[config.mk]
export PLATFORM = sky130hd
export DESIGN_NAME = gate_input_debouncer
export DESIGN_NICKNAME = d
export VERILOG_FILES = /design/src/rtl/gate_io_pkg.sv /design/src/rtl/debounce_channel.sv /design/src/rtl/gate_input_debouncer.sv
export SDC_FILE = /design/constraint.sdc
export NUM_CORES = 1
export LEC_CHECK = 0
export CAP_MARGIN = 20
export CORE_UTILIZATION = 51
export CTS_BUF_LIST = sky130_fd_sc_hd__clkbuf_8
export DETAILED_ROUTE_END_ITERATION = 7
export GPL_TIMING_DRIVEN = 0
export PLACE_DENSITY_LB_ADDON = 0.08
export SYNTH_ARGS = -nofsm -noshare
export SYNTH_HDL_FRONTEND = slang
export SYNTH_SLANG_ARGS = --single-unit
[constraint.sdc]
create_clock -name clk -period 4.4 [get_ports clk]
set_input_delay 0.44 -clock clk [delete_from_list [all_inputs] [get_ports clk]]
set_output_delay 0.44 -clock clk [all_outputs]
set_load 0.01 [all_outputs]
[src/rtl/gate_io_pkg.sv]
// Shared types and constants for the gate-block input conditioning path.
package gate_io_pkg;

    typedef enum logic {
        STABLE = 1'b0,
        SETTLE = 1'b1
    } deb_state_t;

    localparam int DEBOUNCE_CYCLES_DEFAULT = 16;
    localparam int DEBOUNCE_CYCLES_SIM     = 4;

endpackage

[src/rtl/debounce_channel.sv]
// One switch channel: 2-flop synchroniser, STABLE/SETTLE debounce FSM with
// hold counter, and registered rise/fall pulses aligned with the new level.
//
//   state  | meaning
//   STABLE | synchronised input matches level_o, counter idle at 0
//   SETTLE | input differs from level_o, counting consecutive agreeing edges
module debounce_channel
    import gate_io_pkg::*;
#(
    parameter int DEBOUNCE_CYCLES = DEBOUNCE_CYCLES_DEFAULT
) (
    input  logic clk,
    input  logic rst_n,
    input  logic sw_i,
    output logic level_o,
    output logic rise_o,
    output logic fall_o,
    output logic stable_o
);

    localparam int CNT_W = $clog2(DEBOUNCE_CYCLES + 1);
    localparam logic [CNT_W-1:0] CNT_LAST = CNT_W'(DEBOUNCE_CYCLES - 1);

    logic             sync1_q, sync2_q;
    deb_state_t       state_q, state_d;
    logic [CNT_W-1:0] cnt_q, cnt_d;
    logic             level_q, level_d;
    logic             rise_q, rise_d;
    logic             fall_q, fall_d;

    always_ff @(posedge clk or negedge rst_n) begin
        if (!rst_n) begin
            sync1_q <= 1'b0;
            sync2_q <= 1'b0;
            state_q <= STABLE;
            cnt_q   <= '0;
            level_q <= 1'b0;
            rise_q  <= 1'b0;
            fall_q  <= 1'b0;
        end else begin
            sync1_q <= sw_i;
            sync2_q <= sync1_q;
            state_q <= state_d;
            cnt_q   <= cnt_d;
            level_q <= level_d;
            rise_q  <= rise_d;
            fall_q  <= fall_d;
        end
    end

    always_comb begin
        state_d = state_q;
        cnt_d   = cnt_q;
        level_d = level_q;
        rise_d  = 1'b0;
        fall_d  = 1'b0;
        unique case (state_q)
            STABLE: begin
                if (sync2_q != level_q) begin
                    state_d = SETTLE;
                    cnt_d   = CNT_W'(1);
                end else begin
                    cnt_d = '0;
                end
            end
            SETTLE: begin
                if (sync2_q == level_q) begin
                    state_d = STABLE;
                    cnt_d   = '0;
                end else if (cnt_q >= CNT_LAST) begin
                    // Count complete: commit the new level and flag the edge together.
                    state_d = STABLE;
                    cnt_d   = '0;
                    level_d = sync2_q;
                    rise_d  = sync2_q;
                    fall_d  = ~sync2_q;
                end else begin
                    cnt_d = cnt_q + CNT_W'(1);
                end
            end
            default: begin
                state_d = STABLE;
                cnt_d   = '0;
            end
        endcase
    end

    assign level_o  = level_q;
    assign rise_o   = rise_q;
    assign fall_o   = fall_q;
    assign stable_o = (state_q == STABLE);

endmodule

[src/rtl/gate_input_debouncer.sv]
// Conditions the two raw switch inputs of the logic-gate block: two independent
// debounce channels plus a combined settled flag.
module gate_input_debouncer
    import gate_io_pkg::*;
#(
    parameter int DEBOUNCE_CYCLES = DEBOUNCE_CYCLES_DEFAULT
) (
    input  logic clk,
    input  logic rst_n,
    input  logic sw_a_in,
    input  logic sw_b_in,
    output logic a,
    output logic b,
    output logic a_rise,
    output logic a_fall,
    output logic b_rise,
    output logic b_fall,
    output logic settled
);

    logic stable_a, stable_b;

    debounce_channel #(.DEBOUNCE_CYCLES(DEBOUNCE_CYCLES)) u_chan_a (
        .clk      (clk),
        .rst_n    (rst_n),
        .sw_i     (sw_a_in),
        .level_o  (a),
        .rise_o   (a_rise),
        .fall_o   (a_fall),
        .stable_o (stable_a)
    );

    debounce_channel #(.DEBOUNCE_CYCLES(DEBOUNCE_CYCLES)) u_chan_b (
        .clk      (clk),
        .rst_n    (rst_n),
        .sw_i     (sw_b_in),
        .level_o  (b),
        .rise_o   (b_rise),
        .fall_o   (b_fall),
        .stable_o (stable_b)
    );

    assign settled = stable_a & stable_b;

endmodule

# Yosys cells after proc, flatten, opt, wreduce, memory -nomap -nowiden
# Cells that the tools add are included.
# W data, S select, Z words.
[totals]
elab_cells = 59
in_bits = 4
reg_bits = 22
out_inout_bits = 7
[classes]
reduce_logical = 2
n_eq_ne = 4
bitwise_logic = 7
muxes = 28
addsub = 2
magnitude_cmp = 2
[ops]
columns = ["op", "count"]
rows = [
  ["$mux W1", 20],
  ["$mux W5", 4],
  ["$pmux W5 S2", 2],
  ["$add A5 B1 Y5 const B", 2],
  ["$ge A5 B4 Y1 const B", 2],
  ["$not A1 Y1", 6],
  ["$reduce_and A3 Y1", 2],
  ["$pmux W1 S2", 2],
  ["$eq A1 B1 Y1", 2],
  ["$ne A1 B1 Y1", 2],
  ["$and A1 B1 Y1", 1],
]

# Logic depth before layout (Yosys ltp)
# Gate-level depths: netlist of the first run.
[logic_depth]
depth_word = 4
ltp_mapped = 6
mapped_depth_nobuf = 6

# Cells and area by module
# From an unflattened synthesis of the first run, not the netlist that was laid out.
[hier_totals]
hier_cells = 73
area_unflattened_um2 = 897.1
[modules_own_cells]
columns = ["module", "cells_per_inst", "seq_area_each_um2", "n_inst", "area_each_um2"]
rows = [
  ["debounce_channel", 36, 275.3, 2, 445.4],
  ["gate_input_debouncer", 1, 0.0, 1, 6.3],
]

# Worst setup path before layout of the first run
# No wires, ideal clock.
[synth_path]
path_kind = "register to register"
from = "register u_chan_a.cnt_q[0]"
to = "register u_chan_a.level_q (netlist: u_chan_a.level_o)"
arrival_ns = 1.611
path_buffers = 0
required_time_ns = 4.275
setup_ns = 0.125
path_stages_with_launch = 7
synth_period_minus_slack_ns = 1.736
setup_slack_ns = 2.664
path_cell_list = "dfrtp_1 ha_1 and3_2 ha_1 nor2_1 a21bo_2 mux2_4"
[synth_between]
elab_chain_cells = 2
[synth_rtl]
columns = ["item", "line", "rtl"]
rows = [
  ["start, declared", "debounce_channel.sv:26", "logic [CNT_W-1:0] cnt_q, cnt_d;"],
  ["start signal, assigned", "debounce_channel.sv:44", "cnt_q <= cnt_d;"],
  ["$ge A5 B4 Y1", "debounce_channel.sv:70", "end else if (cnt_q >= CNT_LAST) begin"],
  ["$reduce_and A3 Y1 (no line)", "--", ""],
  ["end signal, assigned", "debounce_channel.sv:45", "level_q <= level_d;"],
  ["end, declared", "debounce_channel.sv:27", "logic level_q, level_d;"],
]
# No other way between the ends.
# A chain may end at the register's enable or synchronous reset.

# Worst setup path after layout of the first run
# Ends and elaborated chain as after synthesis.

==> results of run 1 <==
[power groups by stage]
stage                      logic [W]  registers [W]  clock network [W]
after floorplan           0.00000850       0.000215                  0
after global placement     0.0000170       0.000216                  0
after detailed placement   0.0000170       0.000216                  0
after CTS                  0.0000173       0.000212           0.000187
after global routing       0.0000196       0.000212           0.000199
final                      0.0000168       0.000212           0.000184
[worst register-to-register path: stages (launching register included)]
cell and delay (ns):
dfrtp_1 0.41, ha_1 0.23, and3_2 0.21, ha_1 0.19, nor2_1 0.22, a21bo_2 0.21, mux2_4 0.30
[layout by cell type (no fill, tap or decap)]
master	n
nand4_1	3
a21bo_2	1
o2bb2ai_1	1
xnor2_1	3
nand3_1	2
inv_1	5
and3b_1	2
o31ai_1	1
nor2_1	13
mux2_4	1
o21ai_0	1
nand4b_1	1
ha_1	4
and3_1	1
nor3b_1	2
clkbuf_8	3
and2_1	1
a31oi_1	1
a21oi_1	2
and3_2	1
and2_2	1
clkdlybuf4s50_1	10
or3_1	1
xor2_1	2
bufinv_16	1
dfrtp_1	22
[cell type report]
type	instances	area [sq um]
clock buffers	3	41.3
fillers	111	489
multi-input cells	45	309
well taps	16	20.0
clock inverters	1	30.0
inverters	5	18.8
repair buffers	10	100
flip-flops and latches	22	551
[how the worst min path moves through the flow]
stage	startpoint	to	slack [ns]
global placement	u_chan_b.sync1_q	u_chan_b.sync2_q	0.34
CTS	u_chan_b.sync1_q	u_chan_b.sync2_q	0.36
finish	u_chan_b.sync1_q	u_chan_b.sync2_q	0.36
detailed placement	u_chan_a.sync1_q	u_chan_a.sync2_q	0.34
global route	u_chan_b.sync1_q	u_chan_b.sync2_q	0.37
floorplan	rst_n	u_chan_a.cnt_q[0]	0.14
[through the flow]
step	area, sq um	utilization, %	std cells	hold slack (ns)	setup slack (ns)
after floorplan	878	-	72	0.144	2.66
after global placement	998	64.0	98	0.341	2.58
after detailed placement	998	64.0	98	0.337	2.57
after CTS	1070	68.6	102	0.362	2.52
after global routing	1070	68.6	102	0.375	2.46
final	1070	68.6	102	0.360	2.52
[state kept, by name (all words and copies together) (netlist names)]
register	flops
u_chan_b.level_o	1
u_chan_b.state_q	1
u_chan_a.rise_o	1
u_chan_b.rise_o	1
u_chan_b.sync2_q	1
u_chan_a.cnt_q	5
u_chan_a.sync1_q	1
u_chan_a.fall_o	1
u_chan_b.sync1_q	1
u_chan_a.state_q	1
u_chan_b.cnt_q	5
u_chan_a.sync2_q	1
u_chan_a.level_o	1
u_chan_b.fall_o	1
[logic make-up (layout without fill, tap and decap cells)]
kind of cell	count (synthesis)	count (layout)	share of synthesized area, %
adder cells (fa/ha/maj)	4	4	5.70
AND/OR/NAND/NOR	28	28	17.4
buffers and inverters	5	19	2.14
XOR/XNOR	5	5	4.99
flip-flops	22	22	62.7
multiplexers	1	1	1.71
AO/OA/AOI/OAI	7	7	5.41
[metal layers]
layer  track usage (%)  vias up  part of all wire (%)
li1                  -      276                     -
met1              17.6      256                    47
met3              5.00        0                   3.2
met2              26.7        9                    49
met4              1.88        0                     0
met5                 0        -                     0
==> flow_metrics.env, run 1 <==
export IMPL_startpoint_type="flip-flop"
export IMPL_cp_depth=6
export IMPL_ys_top_cells_by_area="dfrtp_1, ha_1, nor2_1"
export IMPL_finalSetupTns_ns=0
export IMPL_firstDrtPassIters=6
export IMPL_grt_pass1_vias=516
export IMPL_cts_tree="built"
export IMPL_cp_required_ns=4.55
export IMPL_endpoint="u_chan_a.level_o"
export IMPL_power_frac_seq_pct=51.3
export IMPL_crit_top_cell="ha_1"
export IMPL_worstPathCellList="ha_1, and3_2, ha_1, nor2_1, a21bo_2, mux2_4"
export IMPL_tightest_slew_ns=0.921
export IMPL_power_switching_w=0.0000760
export IMPL_port_buffers=10
export IMPL_ctsRootBufferMaster="clkbuf_8"
export IMPL_cts_post_setup_buffers_inserted=0
export IMPL_arrival_ns=2.03
export IMPL_setup_viol=0
export IMPL_cp_slowest_stage_delay_ns=0.41
export IMPL_power_share_clock_pct=44.6
export IMPL_p_total_w=0.000412
export IMPL_grt_usage_pct=14.8
export IMPL_cts_inserted_buffers=3
export IMPL_cts_max_path_buffers=2
export IMPL_synth_top_area_share_pct=62.7
export IMPL_path_clk_slew_ns=0.08
export IMPL_p_sw_share_pct=18.4
export IMPL_cp_top_family="adder cells"
export IMPL_synthFlopType="dfrtp_1"
export IMPL_die_area_sq_mm=0.00189
export IMPL_grt_pass1_wl_microns=2040
export IMPL_synthTopCellsByCount="dfrtp_1, nor2_1, inv_1"
export IMPL_via_per_inst=5.30
export IMPL_yosysMostFrequentCell="dfrtp_1"
export IMPL_worstSkewPairLatency_ns=0.26
export IMPL_finalCritPeriodShare_pct=42.7
export IMPL_fp_dieW_microns=43.5
export IMPL_syn_avg_cell_area_sq_um=12.2
export IMPL_postCtsResizedCells=0
export IMPL_synth_seq_cells=22
export IMPL_p_int_w=0.000336
export IMPL_drive_above_1_share_pct=9.30
export IMPL_worstReg2RegEnd="u_chan_a.level_o"
export IMPL_cp_slowest_cell="dfrtp_1"
export IMPL_clock_skew_ns=0.00822
export IMPL_drt_wl_total_microns=1190
export IMPL_antenna_cells=0
export IMPL_synthCells=72
export IMPL_p_comb_share_pct=4.1
export IMPL_yosysWarnings=0
export IMPL_placementRows=14
export IMPL_grt_setup_unrepaired="no"
export IMPL_critPathBufInv=0
export IMPL_ctsHoldBuffers=0
export IMPL_antenna_found_initial=0
export IMPL_vias=541
export IMPL_grt_overflow=0
export IMPL_drt_iter0_drc=9
export IMPL_routedWlPerCell_microns=11.7
export IMPL_syn_cell_area_sq_um=878
export IMPL_gp_congestion=0.731
export IMPL_max_freq_mhz=532
export IMPL_core_sq_mm=0.00156
export IMPL_start_util_pct=56.3
export IMPL_reg2reg_from="u_chan_a.cnt_q[0]"
export IMPL_violations="DRC"
export IMPL_synth_enable_flop_cells=0
export IMPL_reg2reg_depth=6
export IMPL_min_path_type="flip-flop to flip-flop"
export IMPL_die_h_microns=43.5
export IMPL_synth_fp_nets=80
export IMPL_yosys_area_top_type="dfrtp_1"
export IMPL_drc=2
export IMPL_netlist_cell_type_count=23
export IMPL_cellLeakagePower_nw=0.501
export IMPL_io_pins=11
export IMPL_worst_path_max_fanout=4
export IMPL_hold_depth=0
export IMPL_nets=95
export IMPL_drv_cap=0
export IMPL_async_reset_ff_share_pct=100
export IMPL_h_tree_depth=1
export IMPL_period_minus_slack_ns=1.88
export IMPL_peakVddDrop_mv=0.300
export IMPL_ys_seq_area_share_pct=62.7
export IMPL_endpoint_kind="flip-flop"
export IMPL_rrSetupSlack_ns=2.52
export IMPL_slew_headroom_pct=38.4
export IMPL_hold_viol=0
export IMPL_syn_to_final_growth_pct=21.8
export IMPL_grt_max_degree=23
export IMPL_critPathKind="flip-flop to flip-flop"
export IMPL_ant_nets=0
export IMPL_pwr_density_cell_mw_per_mm2=386
export IMPL_drv_slew=0
export IMPL_status="finished with violations"
export IMPL_cts_sinks=22
export IMPL_cp_startpoint="u_chan_a.cnt_q[0]"
Power figures use the tool's default switching activity.
==> inputs of run 2 (changes only) <==
Clock period 4.4 ns to 1.8 ns, I/O delays scaled along.
==> run 2 against run 1 <==
Net effect:
- non-clock buffer count is 3 higher
- worst hold slack worse by 0.0064 ns
- clock-buffer cell count stayed put
- the flow still finishes with violations (DRC)
- critical path type unchanged
- setup slack worse by 2.5 ns
- maximum frequency increased by 7.3%
- core utilization rose by 1.8 points
==> flow_metrics.env, run 2 (synthesized netlist as in run 1, its figures left out) <==
export IMPL_cellLeakagePower_nw=0.513
export IMPL_start_util_pct=56.3
export IMPL_io_pins=11
export IMPL_grt_usage_pct=15.0
export IMPL_core_sq_mm=0.00156
export IMPL_vias=561
export IMPL_endpoint_kind="flip-flop"
export IMPL_grt_pass1_wl_microns=2080
export IMPL_drt_iter0_drc=8
export IMPL_place_inst=98
export IMPL_finalSetupTns_ns=0
export IMPL_peakVddDrop_mv=0.734
export IMPL_setup_viol=0
export IMPL_ant_nets=0
export IMPL_port_buffers=10
export IMPL_final_area_sq_mm=0.00110
export IMPL_startpoint_type="flip-flop"
export IMPL_cts_max_path_buffers=2
export IMPL_grt_overflow=0
export IMPL_grt_pass1_vias=524
export IMPL_syn_to_final_growth_pct=24.9
export IMPL_finalCritPeriodShare_pct=97.3
export IMPL_path_clk_slew_ns=0.08
export IMPL_routedWlPerCell_microns=11.9
export IMPL_firstDrtPassIters=6
export IMPL_via_per_inst=5.34
export IMPL_slew_headroom_pct=37.9
export IMPL_clock_skew_ns=0.00680
export IMPL_hold_viol=0
export IMPL_reg2reg_depth=6
export IMPL_drc=2
export IMPL_violations="DRC"
export IMPL_cts_sinks=22
export IMPL_cp_required_ns=1.95
export IMPL_worstSkewPairLatency_ns=0.26
export IMPL_h_tree_depth=1
export IMPL_cts_tree="built"
export IMPL_worst_path_max_fanout=4
export IMPL_reg_top3="u_chan_a.cnt_q x5, u_chan_b.cnt_q x5"
export IMPL_fp_dieW_microns=43.5
export IMPL_instances_no_fill=105
export IMPL_period_minus_slack_ns=1.75
export IMPL_grt_max_degree=23
export IMPL_layout_commonest_cell="dfrtp_1"
export IMPL_drv_cap=0
export IMPL_cts_inserted_buffers=3
export IMPL_tightest_slew_ns=0.928
export IMPL_arrival_ns=1.90
export IMPL_drv_slew=0
export IMPL_gp_congestion=0.731
export IMPL_ctsRootBufferMaster="clkbuf_8"
export IMPL_postLayoutCoreUtil_pct=70.4
export IMPL_placementRows=14
export IMPL_status="finished with violations"
export IMPL_critPathKind="flip-flop to flip-flop"
export IMPL_min_path_type="input port to flip-flop"
export IMPL_die_h_microns=43.5
export IMPL_place_area_sq_um=998
export IMPL_antenna_found_initial=0
export IMPL_nets=98
export IMPL_pwr_density_cell_mw_per_mm2=921
export IMPL_mostFrequentLayoutCells="dfrtp_1, nor2_1, clkdlybuf4s50_1, inv_1"
export IMPL_drt_wl_total_microns=1250
export IMPL_antenna_cells=0
export IMPL_hold_depth=1
export IMPL_p_total_w=0.00101
export IMPL_ctsHoldBuffers=0
export IMPL_die_area_sq_mm=0.00189
export IMPL_max_freq_mhz=571
export IMPL_drive_above_1_share_pct=14.6
==> run 2: critical path: stages, from the launching register on <==
cell	delay, ns
dfrtp_1	0.42
ha_2	0.21
and3_2	0.21
ha_1	0.20
nor2_2	0.14
a21bo_2	0.18
mux2_4	0.30
==> run 2: report_power, final <==
part / internal (W) / total, W / switching (W)
Sequential: 0.000507 / 0.000518 / 0.0000113
Combinational: 0.0000213 / 0.0000438 / 0.0000225
Clock: 0.000297 / 0.000448 / 0.000152
Total: 0.000824 / 0.00101 / 0.000186
==> run 2: cell type report <==
| class | instances | area (sq um) |
|---|---|---|
| clock inverter | 1 | 30.0 |
| fill | 110 | 462 |
| clock buffer | 3 | 41.3 |
| sequential | 22 | 551 |
| inverter | 5 | 18.8 |
| tap | 16 | 20.0 |
| multi-input combinational | 45 | 314 |
| timing repair buffer | 13 | 123 |
==> run 2: repair_timing <==
action | in CTS | in global routing
gates resized for setup | 1 | 1
setup endpoints to repair | 1 | 1
setup buffers | 1 | 2
pin swaps | 1 | 2
==> run 2: metal layers <==
| metal | global-route usage (%) | share of wire [%] | up-vias |
|---|---|---|---|
| li1 | - | - | 283 |
| met1 | 17.8 | 47 | 269 |
| met2 | 27.3 | 50 | 9 |
| met4 | 1.88 | 0 | 0 |
| met3 | 5.00 | 3.0 | 0 |
| met5 | 0 | 0 | - |
==> run 2: worst paths after layout <==
check / startpoint / to / slack, ns
max: u_chan_a.cnt_q[0] / u_chan_a.level_o / 0.05
min: sw_a_in / u_chan_a.sync1_q / 0.35
max reg2reg: u_chan_a.cnt_q[0] / u_chan_a.level_o / 0.05
min reg2reg: u_chan_b.sync1_q / u_chan_b.sync2_q / 0.36
max in group asynchronous: rst_n / u_chan_b.state_q / 0.79
min in group asynchronous: rst_n / u_chan_b.fall_o / 0.44
==> run 2: per-stage QoR <==
stage | hold slack, ns | setup slack [ns]
global placement | 0.341 | -0.0177
detailed placement | 0.337 | -0.0269
finish | 0.353 | 0.0491
floorplan | -0.116 | 0.0639
global route | 0.338 | -0.0143
CTS | 0.352 | 0.00333
==> inputs of run 3 (changes only) <==
Settings changed: HOLD_SLACK_MARGIN set to 0.15.
==> results of run 3 <==
The final DEF is identical to that of run 2; final timing and power are the same.
